==> src/rtl/hangman_engine.sv <==
// Hangman game core: fetches a word from an external ROM, then checks one
// guessed letter per next edge against every position at once.
module hangman_engine #(
  parameter int WORD_LEN  = 5,
  parameter int CHAR_W    = 5,
  parameter int MAX_TRIES = 7,
  parameter int ADDR_W    = 6
) (
  input  logic                             clk,
  input  logic                             reset,
  input  logic                             next,
  input  logic [CHAR_W-1:0]                guess_char,
  input  logic [ADDR_W-1:0]                word_sel,
  output logic [ADDR_W-1:0]                word_addr,
  input  logic [WORD_LEN*CHAR_W-1:0]       word_data,
  output logic [WORD_LEN-1:0]              revealed,
  output logic [$clog2(MAX_TRIES+1)-1:0]   tries_left,
  output logic                             hit,
  output logic                             miss,
  output logic                             repeat_guess,
  output logic                             win,
  output logic                             lose,
  output logic                             busy
);

  localparam int TW    = $clog2(MAX_TRIES + 1);
  localparam int MAP_W = 2 ** CHAR_W;

  typedef enum logic [2:0] {IDLE, FETCH, GUESS, CHECK, WIN, LOSE} state_t;

  state_t                       state;
  logic                         next_q;
  logic                         next_rise;
  logic [WORD_LEN*CHAR_W-1:0]   word_q;
  logic [CHAR_W-1:0]            guess_q;
  logic [MAP_W-1:0]             guessed_map;
  logic [TW-1:0]                misses;
  logic [TW-1:0]                misses_inc;
  logic [WORD_LEN-1:0]          match;
  logic [WORD_LEN-1:0]          revealed_nx;
  logic                         already;

  assign next_rise   = next & ~next_q;
  assign misses_inc  = misses + TW'(1);
  assign tries_left  = TW'(MAX_TRIES) - misses;
  assign already     = guessed_map[guess_q];
  assign revealed_nx = revealed | match;

  always_comb begin
    match = '0;
    for (int unsigned i = 0; i < WORD_LEN; i++)
      match[i] = (word_q[i*CHAR_W +: CHAR_W] == guess_q);
  end

  always_ff @(posedge clk) begin
    if (reset) begin
      state        <= IDLE;
      next_q       <= 1'b0;
      word_addr    <= '0;
      word_q       <= '0;
      guess_q      <= '0;
      guessed_map  <= '0;
      misses       <= '0;
      revealed     <= '0;
      hit          <= 1'b0;
      miss         <= 1'b0;
      repeat_guess <= 1'b0;
      win          <= 1'b0;
      lose         <= 1'b0;
      busy         <= 1'b0;
    end else begin
      next_q       <= next;
      hit          <= 1'b0;
      miss         <= 1'b0;
      repeat_guess <= 1'b0;
      case (state)
        IDLE: if (next_rise) begin
          word_addr   <= word_sel;
          revealed    <= '0;
          misses      <= '0;
          guessed_map <= '0;
          busy        <= 1'b1;
          state       <= FETCH;
        end
        FETCH: begin
          word_q <= word_data;
          busy   <= 1'b0;
          state  <= GUESS;
        end
        GUESS: if (next_rise) begin
          guess_q <= guess_char;
          busy    <= 1'b1;
          state   <= CHECK;
        end
        CHECK: begin
          busy <= 1'b0;
          if (already) begin
            repeat_guess <= 1'b1;
            state        <= GUESS;
          end else begin
            guessed_map[guess_q] <= 1'b1;
            if (|match) begin
              revealed <= revealed_nx;
              hit      <= 1'b1;
              if (&revealed_nx) begin
                win   <= 1'b1;
                state <= WIN;
              end else begin
                state <= GUESS;
              end
            end else begin
              // Guard keeps misses from wrapping even if the loss exit is bypassed.
              if (misses != TW'(MAX_TRIES)) misses <= misses_inc;
              miss <= 1'b1;
              if (misses_inc == TW'(MAX_TRIES)) begin
                lose  <= 1'b1;
                state <= LOSE;
              end else begin
                state <= GUESS;
              end
            end
          end
        end
        WIN, LOSE: if (next_rise) begin
          win   <= 1'b0;
          lose  <= 1'b0;
          state <= IDLE;
        end
        default: state <= IDLE;
      endcase
    end
  end

endmodule

==> config.mk <==
export PLATFORM = sky130hd
export DESIGN_NAME = hangman_engine
export DESIGN_NICKNAME = d
export VERILOG_FILES = /design/src/rtl/hangman_engine.sv
export SDC_FILE = /design/constraint.sdc
export NUM_CORES = 1
export LEC_CHECK = 0
export ABC_AREA = 1
export BUFFER_PORTS_ARGS = -buffer_cell sky130_fd_sc_hd__buf_4
export CAP_MARGIN = 40
export CORE_ASPECT_RATIO = 1.75
export CORE_MARGIN = 5
export CORE_UTILIZATION = 35
export CTS_CLUSTER_SIZE = 28
export DETAILED_ROUTE_END_ITERATION = 12
export GPL_ROUTABILITY_DRIVEN = 0
export PLACE_DENSITY = 0.64
export SLEW_MARGIN = 20
export SYNTH_ARGS = -nofsm -noshare
export SYNTH_HDL_FRONTEND = slang
export SYNTH_SLANG_ARGS = --single-unit
==> constraint.sdc <==
create_clock -name clk -period 2.3 [get_ports clk]
set_input_delay 0.23 -clock clk [delete_from_list [all_inputs] [get_ports clk]]
set_output_delay 0.23 -clock clk [all_outputs]
set_load 0.01 [all_outputs]
# ---- After elaboration in Yosys (flattened, before gate mapping)
# Index checks and enable logic that the tools add are counted.
dict set report word_totals {
  reg_bits 86
  in_bits 39
  out_inout_bits 20
  elab_cells 103
}
dict set report classes {
  n_addsub 2
  magnitude_cmp 2
  eq_ne 22
  muxes 37
  bitwise_logic 5
  n_reduce_logical 21
}
# cell n
set op_table {}
lappend op_table {{$mux W32} 2}
lappend op_table {{$pmux W32 S2} 1}
lappend op_table {{$or A32 B32 Y32} 1}
lappend op_table {{$mux W3} 10}
lappend op_table {{$eq A5 B5 Y1} 5}
lappend op_table {{$reduce_and A5 Y1} 4}
lappend op_table {{$ne A2 B2 Y1 const B} 9}
lappend op_table {{$mux W5} 3}
lappend op_table {{$pmux W3 S5} 1}
lappend op_table {{$mux W1} 13}
lappend op_table {{$pmux W5 S2} 1}
lappend op_table {{$eq A3 B3 Y1 const B} 3}
lappend op_table {{$reduce_or A2 Y1} 4}
lappend op_table {{$eq A3 B2 Y1 const B} 2}
lappend op_table {{$lt A5 B6 Y1 const B} 1}
lappend op_table {{$pmux W1 S2} 3}
lappend op_table {{$pmux W3 S2} 1}
lappend op_table {{$reduce_and A2 Y1} 3}
lappend op_table {{$reduce_and A3 Y1} 2}
lappend op_table {{$reduce_bool A2 Y1} 3}
lappend op_table {{$bmux W1 S5} 1}
lappend op_table {{$demux W1 S5} 1}
lappend op_table {{$ge A5 B1 Y1 const B} 1}
lappend op_table {{$or A5 B5 Y5} 1}
lappend op_table {{12 further kinds} 13}

# ---- Longest topological paths before layout
dict set report logic_depth {
  depth_word 7
  depth_mapped 16
  depth_no_buf 14
}

# ---- Worst setup path before layout
# OpenSTA, ideal clock, no wires.
dict set report synth_path {
  path_type {reg-to-reg}
  start {register guess_q[3]}
  end {register guessed_map[11]}
  setup_ns 0.132
  arrival_time_ns 1.508
  t_required_ns 2.168
  slack_ns 0.660
  path_stages_with_launch 13
  path_buffers 2
  synth_period_minus_slack_ns 1.640
  path_cell_list {dfxtp_1 buf_4 nor3_1 nand2_1 nand2_1 nor2_1 nand2_2 nand2_4 nand2_4 inv_6 buf_6 nand3_1 a21oi_1}
}
dict set report synth_via {
  elab_chain_cells 7
  elab_cells_between_ends 12
  cone_classes {order compare (2); eq/ne (1); mux (6); bitwise (1); reduce/logical (2)}
}
# element line_no
set synth_rtl {}
lappend synth_rtl {{start, declared} 35} ;# logic [CHAR_W-1:0] guess_q;
lappend synth_rtl {{start signal, assigned} 91} ;# guess_q <= guess_char;
lappend synth_rtl {{$lt A5 B6 Y1 (not written as such) / $ge A5 B1 Y1 (equally long branches)} 101} ;# guessed_map[guess_q] <= 1'b1;
lappend synth_rtl {{$logic_and A1 B1 Y1 (not written as such)} 101}
lappend synth_rtl {{$mux W1 (not written as such)} 101}
lappend synth_rtl {{$demux W1 S5} 101}
lappend synth_rtl {{$or A32 B32 Y32 (no line)} -}
lappend synth_rtl {{$mux W32} 97} ;# if (already) begin
lappend synth_rtl {{$pmux W32 S2} 76} ;# case (state)
lappend synth_rtl {{end signal, assigned} 62} ;# guessed_map <= '0;
lappend synth_rtl {{end signal, assigned} 81} ;# guessed_map <= '0;
lappend synth_rtl {{end signal, assigned by index} 101}
lappend synth_rtl {{end, declared} 36} ;# logic [MAP_W-1:0] guessed_map;
# Parallel ways exist; a longest one is shown, timed or not. The select of a mux whose other input is x is not followed.
# A chain may end at the register's enable or synchronous reset.

# ---- Worst setup path after layout
dict set report layout_path {
  start {register guess_q[4]}
  end {register revealed[1]}
}
dict set report layout_via {
  elab_chain_cells 5
  elab_cells_between_ends 15
  cone_classes {eq/ne (7); mux (5); bitwise (1); reduce/logical (2)}
}
# element line_no
set layout_rtl {}
lappend layout_rtl {{parallel branches: the longest is 5 deep, another holds $bmux W1 S5} -}
lappend layout_rtl {{end signal, assigned} 103} ;# revealed <= revealed_nx;
lappend layout_rtl {{end, declared} 16} ;# output logic [WORD_LEN-1:0] revealed,
# Parallel ways; which one is timed is not known. The select of a mux whose other input is x is not followed.

==> reports/results.ini <==
[clocking]
cts.path.max_buffers=2
clock_latency_ps=340
htreeDepth=3
clk_pin_slew_worst_paths_ps=60
cts_inserted_buffers=9
cts_tree=built
clockRootBuffer=clkbuf_16
cts.sinks=86

[placed_design]
place_inst=774
io_buffers=58
place_hpwl_mm=8.253

[sta]
slew_viol_final=0
setup_viol=0
relSlewSlack_pct=57.82
period_needed_ps=2040
rsz0062_at_grt=no
fmaxAchievable_ghz=0.4903
final.setup.tns_ps=0
worst_pin_slew_ps=630.4
hold_viol=0
skew_ps=5.748
finalCritPeriodShare_pct=88.68

[routing]
wl_met1_mm=4.065
first_pass_iters=5
vias_per_cell=4.959
wl_mm=10.88
initialDrtViolationCount=236
ant_nets=0
wl_met2_mm=6.069
wl_met3_um=376
top_layer_used=met4
vias=3913
drc=0
wire_per_inst_um=13.79

[grt]
grt_pass1_wl_mm=17.88
antenna_found_initial=0
track_usage_pct=15.63
gr-total-overflow=0
grt_max_degree=41
grt_pass1_vias=3795

[die]
die_w_um=92.53
pin_count=59
core-area_sq_um=11650
fp.dieH_um=154.4
std_cell_rows=52
dieArea_sq_um=14290
initial_core_util_pct=35.82

[final_layout]
drive_gt1_share_pct=18.04
syn_to_final_growth_pct=19.20
fin_cells=789
multi_input_area_sq_um=1941
n_fill_cell=1187
seq_area_sq_um=1723
nets=692
n_antenna_cell=0

[setup_path]
cp.required_ps=2570
slowest_stage=dfxtp_1
crit_path_end_kind=register
cpMostUsedCell=nand2_1
critical_path.max_fanout=36
cpPeakStageDelay_ps=440
worstPathCellList=inv_2 -> nor3_2 -> nand2_1 -> nand2_1 -> nor2_2 -> nand2_2 -> nand2_4 -> nand2_4 -> inv_6 -> nand2_2 -> nand2_1 -> a21oi_1
cp-start-kind=register
crit_arrival_ps=2310
crit_type=register to register

[logic_synthesis]
synth-seq-cells=86
synthMuxAreaShare_pct=0
synth_compound_area_share_pct=15.60
ys_types=28
synthesis.area_sq_um=4172
synth-xor-area-share_pct=1.890
synthSimpleGateAreaFrac_pct=28.13
synth_nets=640
ys_warn_count=0
syn_avg_cell_area_sq_um=6.976
synth_seq_area_share_pct=41.27
synth_cells=598
yosys.area_share.adder_pct=0.8998
synth_top_family_by_area=simple AND/OR/NAND/NOR gates

[power]
leakagePower_uw=0.002065
power_density_nw_per_um2=711.3
ir_drop_mv=0.4547
p_total_uw=3537

[job]
maxCapViolations=0

[min_path]
hold_path.class=input port to register

[status]
status=completed

[cell type report]
cell class | instances | area share, %
repair buffers | 71 | 10.97
clock inverters | 5 | 1.007
inverters | 80 | 6.140
well taps | 135 | 3.397
multi-input cells | 402 | 39.03
clock buffers | 10 | 4.806
flip-flops and latches | 86 | 34.65
[placed cells by master (no fill, tap or decap), types with 2 or more instances in the layout]
cell	count
clkinv_2	4
nand2_2	2
nor3_2	7
ha_1	3
inv_1	73
nand2_1	134
nor2_2	7
o21ai_0	39
a21oi_1	81
nand2_4	3
clkbuf_16	9
nor2_1	44
nand3_2	2
xnor2_1	5
o21ai_1	5
dfxtp_1	85
buf_4	70
nor3_1	3
nand4_1	5
xor2_1	4
inv_2	6
a21oi_2	2
nand3_1	54
[cells by family after synthesis]
family | after synthesis
compound gates | 128
flops | 86
buf+inv | 110
fa+ha+maj | 3
xor+xnor | 9
simple gates | 262
[worst max-delay path, delay by kind of cell, from the launching register on]
kind / cells / cell delay [ps]
compound gates: 1 / 140
buf+inv: 2 / 250
flops: 1 / 440
simple gates: 9 / 1110
[registers in the layout (all words and copies together), names as in the netlist, 3 cells and up]
| register | count |
|---|---|
| word_q | 25 |
| guessed_map | 32 |
| guess_q | 5 |
| word_addr | 6 |
| state | 3 |
| revealed | 5 |
| misses | 3 |
[through the flow]
| step | utilization [%] | cell area [sq um] | worst slack [ps] | hold WS (ps) |
|---|---|---|---|---|
| after CTS | 42.68 | 4971 | 179.6 | 97.85 |
| after floorplan | - | 4172 | 660.0 | 354.9 |
| final | 42.69 | 4972 | 260.4 | 99.69 |
| after detailed placement | 40.20 | 4682 | 193.4 | 441.3 |
| after global routing | 42.69 | 4972 | 63.95 | 124.6 |
| after global placement | 40.20 | 4682 | 287.9 | 437.2 |
[cell usage after synthesis]
| cell | count | area, sq um |
|---|---|---|
| inv_1 | 73 | 274.0 |
| nand4_1 | 5 | 31.28 |
| nand2_4 | 3 | 33.78 |
| dfxtp_1 | 86 | 1722 |
| xor2_1 | 4 | 35.03 |
| and2_4 | 1 | 8.760 |
| nor2_2 | 7 | 43.79 |
| nand2_2 | 2 | 12.51 |
| o21ai_0 | 39 | 195.2 |
| buf_4 | 2 | 15.01 |
| nor3_1 | 3 | 15.01 |
| buf_2 | 1 | 5.000 |
| inv_2 | 6 | 22.52 |
| nand3_1 | 54 | 270.3 |
| a21oi_1 | 81 | 405.4 |
| xnor2_1 | 5 | 43.79 |
| a211oi_1 | 1 | 7.510 |
| nor3_2 | 7 | 70.07 |
| ha_1 | 3 | 37.54 |
| inv_6 | 1 | 8.760 |
| nor2_1 | 44 | 165.2 |
| nand2_1 | 134 | 503.0 |
| nand3_2 | 2 | 20.02 |
| buf_6 | 11 | 123.9 |
| buf_1 | 1 | 3.750 |
| o21ai_1 | 5 | 25.02 |
| a21oi_2 | 2 | 17.52 |
| clkbuf_1 | 15 | 56.30 |
[metal layers]
metal | vias up | GRT usage (%)
met3 | 27 | 2.285
met2 | 95 | 30.54
met4 | 0 | 7.796
met1 | 1780 | 15.55
li1 | 2011 | -
met5 | - | 0
[timing repair]
action	in CTS	in global routing
buffers inserted	0	0
setup endpoints to repair	0	4
resized for setup	0	1
hold buffers	0	0
[power breakdown]
group / switching [uW] / internal (uW) / total (uW)
Sequential: 36.9 / 1550 / 1590
Combinational: 339 / 190 / 529
Clock: 566 / 856 / 1420
Total: 942 / 2600 / 3540
[worst paths after layout]
path,from,slack [ps],to,cells after the start
max,guess_q[4],260,revealed[1],12
min,next,100,next_q,3
max reg2reg,guess_q[4],260,revealed[1],12
min reg2reg,guessed_map[31],450,guessed_map[31],2
No activity file was read; power rests on OpenSTA's default activity.
